--- src/rtl/regfile_pkg.sv ---
// Shared definitions for the sweep-initialised multiport register file:
// FSM state encoding, default init values for sp/gp and the per-index
// init value lookup used by the clear engine.
package regfile_pkg;

    typedef enum logic {
        ST_CLEAR = 1'b0,
        ST_IDLE  = 1'b1
    } state_t;

    localparam logic [31:0] SP_INIT_DEFAULT = 32'h7FFF_EFFC;
    localparam logic [31:0] GP_INIT_DEFAULT = 32'h1000_8000;

    // Width used to pass init values through the lookup; callers cast down.
    localparam int INIT_W = 64;

    // Register 2 (sp) and register 3 (gp) start non-zero, everything else is 0.
    function automatic logic [INIT_W-1:0] init_value(
        input int unsigned       idx,
        input logic [INIT_W-1:0] sp,
        input logic [INIT_W-1:0] gp
    );
        logic [INIT_W-1:0] v;
        case (idx)
            2:       v = sp;
            3:       v = gp;
            default: v = '0;
        endcase
        return v;
    endfunction

endpackage

--- src/rtl/regfile_sweep_multiport_decoder.sv ---
// Enable-gated binary-to-one-hot decoder. Drives the write select output
// and the per-register write/clear enables of the register file.
module decoder_onehot
    import regfile_pkg::*;
#(
    parameter int ADDR_WIDTH = 5
) (
    input  logic                         en,
    input  logic [ADDR_WIDTH-1:0]        idx,
    output logic [(2**ADDR_WIDTH)-1:0]   onehot
);

    // One bit set at idx when enabled, all-zero otherwise.
    always_comb begin
        onehot      = '0;
        if (en) begin
            onehot[idx] = 1'b1;
        end
    end

endmodule

--- src/rtl/regfile_sweep_multiport.sv ---
// Parametrised register file: NUM_READ combinational read ports with
// same-cycle write forwarding, optional hardwired-zero register 0, a
// ready-handshaked write port with one-hot select, and a sequential clear
// engine that rewrites every register (one per cycle) after reset or on
// request.
//
// Write handshake: write_enable_i acts as valid, write_ready_o as ready.
// A write transfers on a cycle where both are high; that transfer is
// visible on write_select_o and via forwarding in the same cycle and is in
// storage from the next edge. write_ready_o never depends on
// write_enable_i, and is low during reset and the whole clear sweep.
module regfile_sweep_multiport
    import regfile_pkg::*;
#(
    parameter int                    DATA_WIDTH = 32,
    parameter int                    ADDR_WIDTH = 5,
    parameter int                    NUM_READ   = 2,
    parameter int                    ZERO_REG   = 1,
    parameter logic [DATA_WIDTH-1:0] SP_INIT    = DATA_WIDTH'(SP_INIT_DEFAULT),
    parameter logic [DATA_WIDTH-1:0] GP_INIT    = DATA_WIDTH'(GP_INIT_DEFAULT)
) (
    input  logic                           clk,
    input  logic                           reset,
    input  logic                           write_enable_i,
    input  logic [ADDR_WIDTH-1:0]          write_reg_i,
    input  logic [DATA_WIDTH-1:0]          write_data_i,
    output logic                           write_ready_o,
    output logic [(2**ADDR_WIDTH)-1:0]     write_select_o,
    input  logic                           clear_req_i,
    output logic                           busy_o,
    input  logic [NUM_READ*ADDR_WIDTH-1:0] read_reg_i,
    output logic [NUM_READ*DATA_WIDTH-1:0] read_data_o
);

    localparam int DEPTH = 2**ADDR_WIDTH;

    // Register 0 never takes a write when it is hardwired to zero.
    localparam logic [DEPTH-1:0] ZERO_MASK = (ZERO_REG != 0) ? DEPTH'(1) : '0;

    state_t                  state;
    state_t                  state_next;
    logic [ADDR_WIDTH-1:0]   clr_ptr;
    logic [ADDR_WIDTH-1:0]   clr_ptr_next;
    logic [DATA_WIDTH-1:0]   mem [DEPTH];

    logic                    in_idle;
    logic                    clr_en;
    logic                    write_accept;
    logic [DEPTH-1:0]        clr_sel;
    logic [DEPTH-1:0]        wr_en;

    // Reset forces the "not available" face immediately, even before the
    // first edge has put the FSM into CLEAR.
    assign in_idle       = reset && (state == ST_IDLE);
    assign clr_en        = reset && (state == ST_CLEAR);
    assign write_ready_o = in_idle;
    assign busy_o        = !in_idle;
    assign write_accept  = write_enable_i && write_ready_o;

    decoder_onehot #(
        .ADDR_WIDTH (ADDR_WIDTH)
    ) u_write_dec (
        .en     (write_accept),
        .idx    (write_reg_i),
        .onehot (write_select_o)
    );

    decoder_onehot #(
        .ADDR_WIDTH (ADDR_WIDTH)
    ) u_clear_dec (
        .en     (clr_en),
        .idx    (clr_ptr),
        .onehot (clr_sel)
    );

    // The select still shows bit 0 for a write to x0; only storage ignores it.
    assign wr_en = write_select_o & ~ZERO_MASK;

    // State register and sweep pointer; reset restarts the sweep at index 0.
    always_ff @(posedge clk) begin
        if (!reset) begin
            state   <= ST_CLEAR;
            clr_ptr <= '0;
        end else begin
            state   <= state_next;
            clr_ptr <= clr_ptr_next;
        end
    end

    // Sweep advances one index per cycle; clear requests only count in IDLE.
    always_comb begin
        state_next   = state;
        clr_ptr_next = clr_ptr;
        case (state)
            ST_CLEAR: begin
                clr_ptr_next = clr_ptr + 1'b1;
                if (&clr_ptr) begin
                    state_next = ST_IDLE;
                end
            end
            ST_IDLE: begin
                if (clear_req_i) begin
                    state_next   = ST_CLEAR;
                    clr_ptr_next = '0;
                end
            end
            default: begin
                state_next   = ST_CLEAR;
                clr_ptr_next = '0;
            end
        endcase
    end

    // Storage update: sweep init value or accepted write (never both, since
    // writes are only accepted in IDLE). No reset here on purpose.
    always_ff @(posedge clk) begin
        for (int i = 0; i < DEPTH; i++) begin
            if (clr_sel[i]) begin
                mem[i] <= DATA_WIDTH'(init_value(i, INIT_W'(SP_INIT), INIT_W'(GP_INIT)));
            end else if (wr_en[i]) begin
                mem[i] <= write_data_i;
            end
        end
    end

    for (genvar k = 0; k < NUM_READ; k++) begin : g_read
        logic [ADDR_WIDTH-1:0] idx;
        logic [DATA_WIDTH-1:0] val;

        assign idx = read_reg_i[k*ADDR_WIDTH +: ADDR_WIDTH];

        // Read priority: unavailable -> 0, x0 -> 0, same-cycle write -> forwarded data, else storage.
        always_comb begin
            val = mem[idx];
            if (write_accept && (write_reg_i == idx)) begin
                val = write_data_i;
            end
            if ((ZERO_REG != 0) && (idx == '0)) begin
                val = '0;
            end
            if (!in_idle) begin
                val = '0;
            end
        end

        assign read_data_o[k*DATA_WIDTH +: DATA_WIDTH] = val;
    end

endmodule
--- config.mk ---
export PLATFORM = sky130hd
export DESIGN_NAME = regfile_sweep_multiport
export DESIGN_NICKNAME = d
export VERILOG_FILES = /design/src/rtl/regfile_pkg.sv /design/src/rtl/regfile_sweep_multiport_decoder.sv /design/src/rtl/regfile_sweep_multiport.sv
export SDC_FILE = /design/constraint.sdc
export NUM_CORES = 2
export LEC_CHECK = 0
export ABC_AREA = 1
export CORE_MARGIN = 1.5
export CORE_UTILIZATION = 35
export CTS_CLUSTER_SIZE = 24
export DETAILED_ROUTE_END_ITERATION = 8
export GPL_ROUTABILITY_DRIVEN = 0
export PLACE_DENSITY = 0.59
export SLEW_MARGIN = 20
export SYNTH_ARGS = -nofsm -noshare
export SYNTH_HDL_FRONTEND = slang
export SYNTH_SLANG_ARGS = --single-unit
export TNS_END_PERCENT = 30
--- constraint.sdc ---
create_clock -name clk -period 3.5 [get_ports clk]
set_input_delay 0.35 -clock clk [delete_from_list [all_inputs] [get_ports clk]]
set_output_delay 0.35 -clock clk [all_outputs]
set_load 0.02 [all_outputs]
Yosys cells after proc, flatten, opt, wreduce, memory -nomap -nowiden:

Memory sizes are Yosys's and may differ from the RTL's.
Index checks and enable logic that the tools add are counted.

* bits in registers: 6
* latch bits: 0
* bits in writable memories: 1024
* ROM bits: 0
* bits of input ports: 51
* output and inout bits: 98
* word-level logic and storage cells: 415
* memories kept: 1

* add/subtract/negate cells: 1
* multiply operators: 0
* divide/modulo/power cells: 0
* order comparisons: 4
* equality and inequality tests: 3
* shift operators: 0
* multiplexer cells: 330
* bitwise gates (word level): 32
* reduce and logical (&&, ||, !) cells: 42

Memories
* mem: depth 32, width 32, rd ports 2, clocked after Yosys merged registers in 0, write ports 1, RTL line regfile_sweep_multiport.sv:44 `logic [DATA_WIDTH-1:0] mem [DEPTH];`

Operators by type and width (count)
* 2-to-1 mux 32 bit: 102
* OR reduction 32 bit: 31
* 2-to-1 mux 1 bit: 192
* 2-to-1 mux 5 bit: 32
* bitwise OR 1 bit: 31
* less-than comparator 5 x 6 -> 1 bit, second input constant: 2
* demux 1 bit (select 5 bit): 2
* == test 5 bit: 2
* greater-or-equal comparator 5 x 1 -> 1 bit, second input constant: 2
* zero test 5 bit: 2
* case mux 5 bit (2 select lines): 1
* logical AND 1 bit: 7
* adder 5 x 1 -> 5 bit, second input constant: 1
* AND reduction 5 bit: 1
* != test 2 bit, second input constant: 1
* case mux 1 bit (2 select lines): 1
* zero test 1 bit: 1
* inverter 1 bit: 1

Depth between registers and ports, before layout:

* depth after elaboration: 41
* depth in mapped cells: 14
* depth with buffers taken out: 12

Modules after synthesis:

A second synthesis with hierarchy kept.

* cell total of the unflattened synthesis: 7535
* area, all modules: 57074.7 um^2

By module, submodules not included
* regfile_sweep_multiport: instances 1, cells each 7435, area each 56674.4 um^2, seq. area each 29908.7 um^2
* decoder_onehot: instances 2, cells each 50, area each 200.2 um^2, seq. area each 0.0 um^2

Least setup slack after synthesis:

Ideal clock, no wire load.

* kind: in2reg
* start point: input reset
* end point: memory mem[11][0], enable pin
* library setup time: 0.466 ns
* arrival: 3.301 ns
* data required time: 3.034 ns
* slack: -0.267 ns
* stages: 6
* path buffers: 0
* cells stage by stage: inv_1 -> nor2_1 -> inv_1 -> nor2_1 -> inv_1 -> o21ai_0

* word-level cells in the longest chain between the ends: 39
* elaborated cells between the ends (all ways): 286
* classes of those cells: 221 x mux; 31 x bitwise; 34 x reduce/logical

RTL lines
* start, declared: RTL line regfile_sweep_multiport.sv:23 `input logic reset,`
* logical AND 1 bit: RTL line regfile_sweep_multiport.sv:54 `assign in_idle = reset && (state == ST_IDLE);`
* logical AND 1 bit: RTL line regfile_sweep_multiport.sv:58 `assign write_accept = write_enable_i && write_ready_o;`
* 2-to-1 mux 32 bit: RTL line regfile_sweep_multiport_decoder.sv:16 `if (en) begin`
* 2-to-1 mux 1 bit: RTL line regfile_sweep_multiport.sv:120 `end else if (wr_en[i]) begin`
* 2-to-1 mux 1 bit: RTL line regfile_sweep_multiport.sv:118 `if (clr_sel[i]) begin`
* 2-to-1 mux 1 bit (not written as such): RTL line regfile_sweep_multiport.sv:121 `mem[i] <= write_data_i;`
* bitwise OR 1 bit (no source line)
* OR reduction 32 bit (no source line)
* 2-to-1 mux 5 bit (no source line) or 2-to-1 mux 1 bit (tied branches) (31 in a row)
* end, declared: RTL line regfile_sweep_multiport.sv:44

Parallel ways exist; a longest one is shown, timed or not.

Worst setup path after layout:

* start point: input read_reg_i[0]
* end point: output read_data_o[13]

* word-level cells in the longest chain between the ends: 5
* elaborated cells between the ends (all ways): 7
* classes of those cells: 1 x eq/ne; 3 x mux; 2 x reduce/logical; 1 x memory

RTL lines
* start, declared: RTL line regfile_sweep_multiport.sv:31 `input logic [NUM_READ*ADDR_WIDTH-1:0] read_reg_i,`
* branches (longest 3 deep; another with memory read (32 x 32 bit))
* 2-to-1 mux 32 bit *: RTL line regfile_sweep_multiport.sv:138 `if ((ZERO_REG != 0) && (idx == '0)) begin`
* 2-to-1 mux 32 bit *: RTL line regfile_sweep_multiport.sv:141 `if (!in_idle) begin`
* end, declared: RTL line regfile_sweep_multiport.sv:32 `output logic [NUM_READ*DATA_WIDTH-1:0] read_data_o`

Mark *: on every way between the ends.

==> impl_metrics.py <==
metrics = {
    "placement": {
        "post-place-ws_ns": 0.0640,
        "port_buffers": 148,
        "dpl.hpwl_mm": 158,
    },
    "logic_synthesis": {
        "synth_area_per_cell_um2": 7.74,
        "syn_area_mm2": 0.0571,
        "ys_seq_elements": 998,
        "yosysWarnings": 0,
        "syn_nets": 7433,
        "synthCells": 7377,
        "yosysUniqueCellTypes": 35,
        "yosysSeqAreaShare_pct": 52.4,
    },
    "finish": {
        "layout.nets": 7434,
        "final_core_util_pct": 40.9,
        "areaGrowthSynthToFinish_pct": 16.4,
        "fillers": 16100,
        "final_layout_size_suffix_gt1_share_pct": 8.34,
    },
    "global_route": {
        "grt_max_degree": 98,
        "antenna_found_initial": 13,
        "track_usage_pct": 30.6,
        "grt_overflow": 0,
        "grt_pass1_vias": 51100,
        "grt_pass1_wl_mm": 364,
    },
    "timing": {
        "setup_viol": 0,
        "holdWs_ns": 0.461,
        "fin_worst_skew_ns": 0.0403,
        "tightest_slew_ns": 1.01,
        "setup_tns_ns": 0,
        "relSlewSlack_pct": 32.1,
        "drv_slew": 0,
        "worst_slack_ns": 0.0465,
        "hold_violations": 0,
        "fin_crit_sh_pct": 98.7,
        "rsz0062_at_grt": "false",
        "period_needed_ns": 3.45,
        "max_freq_mhz": 290,
    },
    "worst_setup_path": {
        "cp.required_ns": 3.15,
        "cpMaxStageDelayCell": "clkdlybuf4s50_1",
        "critPathCaptureType": "primary output",
        "path_max_fanout": 54,
        "max_stage_delay_ns": 0.59,
        "crit_path_frequent_cell": "nand3_1",
        "start_kind": "input port",
        "arrival_ns": 3.10,
        "crit_type": "in -> out",
        "rrSetupSlack_ns": 0.77,
        "cp_cell_sequence": "buf_8 -> inv_8 -> nor2_4 -> buf_12 -> nand2_1 -> nand3_1 -> nand3_1 -> nand3_1 -> nand2_1 -> a21oi_1 -> buf_4 -> clkdlybuf4s50_1",
    },
    "die": {
        "ios": 149,
        "dieHeight_um": 407,
        "core_area_mm2": 0.162,
        "dieArea_mm2": 0.165,
        "start_util_pct": 35.1,
        "die_w_um": 407,
        "rows": 148,
    },
    "outcome": {
        "outcome": "completed",
    },
    "route": {
        "vias": 55400,
        "wl_per_cell_um": 26.7,
        "dr.pass1.iters": 8,
        "wirelength_mm": 258,
        "drc": 0,
        "viasPerCell": 5.74,
        "final_antenna_net_count": 0,
        "drtIter0Drc": 9492,
    },
    "clock_network": {
        "clk_latency_ns": 0.75,
        "clk_path_buf_depth": 3,
        "cts_setup_buffers": 0,
        "path_clk_slew_ns": 0.06,
        "tritoncts": "yes",
        "cts_resized": 1,
        "cts.sinks": 998,
        "ctsHoldBuffers": 0,
        "cts-root-buf": "clkbuf_16",
        "cts_max_level": 3,
        "numCtsBuffers": 113,
    },
    "power": {
        "p_leak_nw": 27.8,
        "vdd_drop_max_mv": 0.439,
        "power.density_mw_per_mm2": 421,
        "power_mw": 28.0,
    },
    "worst_hold_path": {
        "min_path_type": "in -> reg",
    },
    "job": {
        "drv_cap": 0,
    },
}
==> per-layer routing <==
| layer | wire length (µm) | GRT usage (%) |
|---|---|---|
| met3 | 38400 | 8.14 |
| met1 | 93000 | 40.1 |
| met5 | 136 | 0 |
| met4 | 20400 | 21.1 |
| met2 | 106000 | 43.8 |
==> sequential cells by signal, summed over array words and instances (netlist names) <==
name / flops
clr_ptr: 5
state: 1
mem: 992
==> synthesized netlist by cell type <==
library cell | number | share of area, %
nor2_1 | 1342 | 8.8
nand4_1 | 26 | 0.29
a21oi_1 | 234 | 2.1
nand4_2 | 1 | 0.022
clkinv_2 | 1 | 0.0088
clkbuf_2 | 1 | 0.0088
inv_1 | 634 | 4.2
nand2_4 | 1 | 0.020
o21ai_1 | 13 | 0.11
inv_2 | 39 | 0.26
clkbuf_1 | 191 | 1.3
buf_1 | 45 | 0.30
nor4_1 | 1 | 0.011
o21a_1 | 3 | 0.039
ha_1 | 5 | 0.11
buf_4 | 21 | 0.28
edfxtp_1 | 992 | 52
inv_4 | 4 | 0.044
a221oi_1 | 1 | 0.015
a211oi_1 | 2 | 0.026
nor2_2 | 2 | 0.022
o21ai_0 | 199 | 1.7
nor3_4 | 3 | 0.086
nor3b_1 | 1 | 0.013
nand3_2 | 1 | 0.018
xor2_1 | 3 | 0.046
o211ai_1 | 130 | 1.7
nor3_1 | 15 | 0.13
nor2_4 | 26 | 0.51
nand2_1 | 2121 | 14
nor3_2 | 1 | 0.018
nand3_1 | 984 | 8.6
dfxtp_1 | 6 | 0.21
nand2_2 | 2 | 0.022
buf_2 | 326 | 2.9
==> report_power, final <==
part | total, mW | internal, mW | switching [mW] | leakage, nW
combinational | 3.12 | 0.777 | 2.34 | 15.3
sequential | 13.0 | 13.0 | 0.0132 | 10.8
clock | 11.9 | 6.65 | 5.22 | 1.76
total | 28.0 | 20.4 | 7.57 | 27.8
==> worst paths after layout <==
path                 startpoint              end  depth (start not counted)
setup / recovery  read_reg_i[0]  read_data_o[13]                         12
hold / removal            reset            state                          3
setup reg to reg          state       mem[26][9]                          8
hold reg to reg           state       clr_ptr[0]                          1
==> cell families after synthesis <==
logic type	after synthesis	share of synthesized area [%]
AO/OA/AOI/OAI	582	5.70
buffers and inverters	1262	9.17
AND/OR/NAND/NOR	4527	32.6
adder cells (fa/ha/maj)	5	0.110
XOR/XNOR	3	0.0460
flip-flops	998	52.4
==> layout make-up <==
class | instances | area, µm² | area share [%]
inverters | 678 | 2580 | 3.88
multi-input cells | 5117 | 22300 | 33.6
clock buffers | 138 | 2960 | 4.46
flip-flops and latches | 998 | 29900 | 45.0
well taps | 2175 | 2720 | 4.10
diodes | 5 | 12.5 | 0.0188
clock inverters | 73 | 599 | 0.902
repair buffers | 470 | 5330 | 8.03
==> layout by cell type (no fill, tap or decap), types with 5 or more instances in the layout <==
master,synthesis,routed
inv_2,39,37
nand3_1,984,983
clkinv_1,0,30
o21ai_1,13,13
inv_1,634,626
bufinv_16,0,9
o211ai_1,130,130
nor2_4,26,29
nor3_1,15,15
buf_4,21,216
diode_2,0,5
nand2_1,2121,2117
ha_1,5,5
o21ai_4,0,28
nand4_1,26,26
clkbuf_16,0,115
clkbuf_1,191,23
buf_12,0,116
nor2_1,1342,1339
clkinv_2,1,31
o21ai_0,199,171
inv_4,4,7
edfxtp_1,992,992
clkdlybuf4s50_1,0,131
nand2_2,2,6
dfxtp_1,6,5
a21oi_1,234,234
==> through the flow <==
stage,cells,cell area [µm²]
after floorplan,7377,57100
after global placement,9438,62800
after detailed placement,9438,62800
after CTS,9649,66400
after global routing,9650,66400
final,9654,66400
==> worst max-delay path: cells and delay by family <==
| kind | cells | cell delay [ns] |
|---|---|---|
| buffers and inverters | 5 | 1.43 |
| AND/OR/NAND/NOR | 6 | 0.97 |
| AO/OA/AOI/OAI | 1 | 0.28 |
Note: power is estimated with default switching activity, not from simulation.
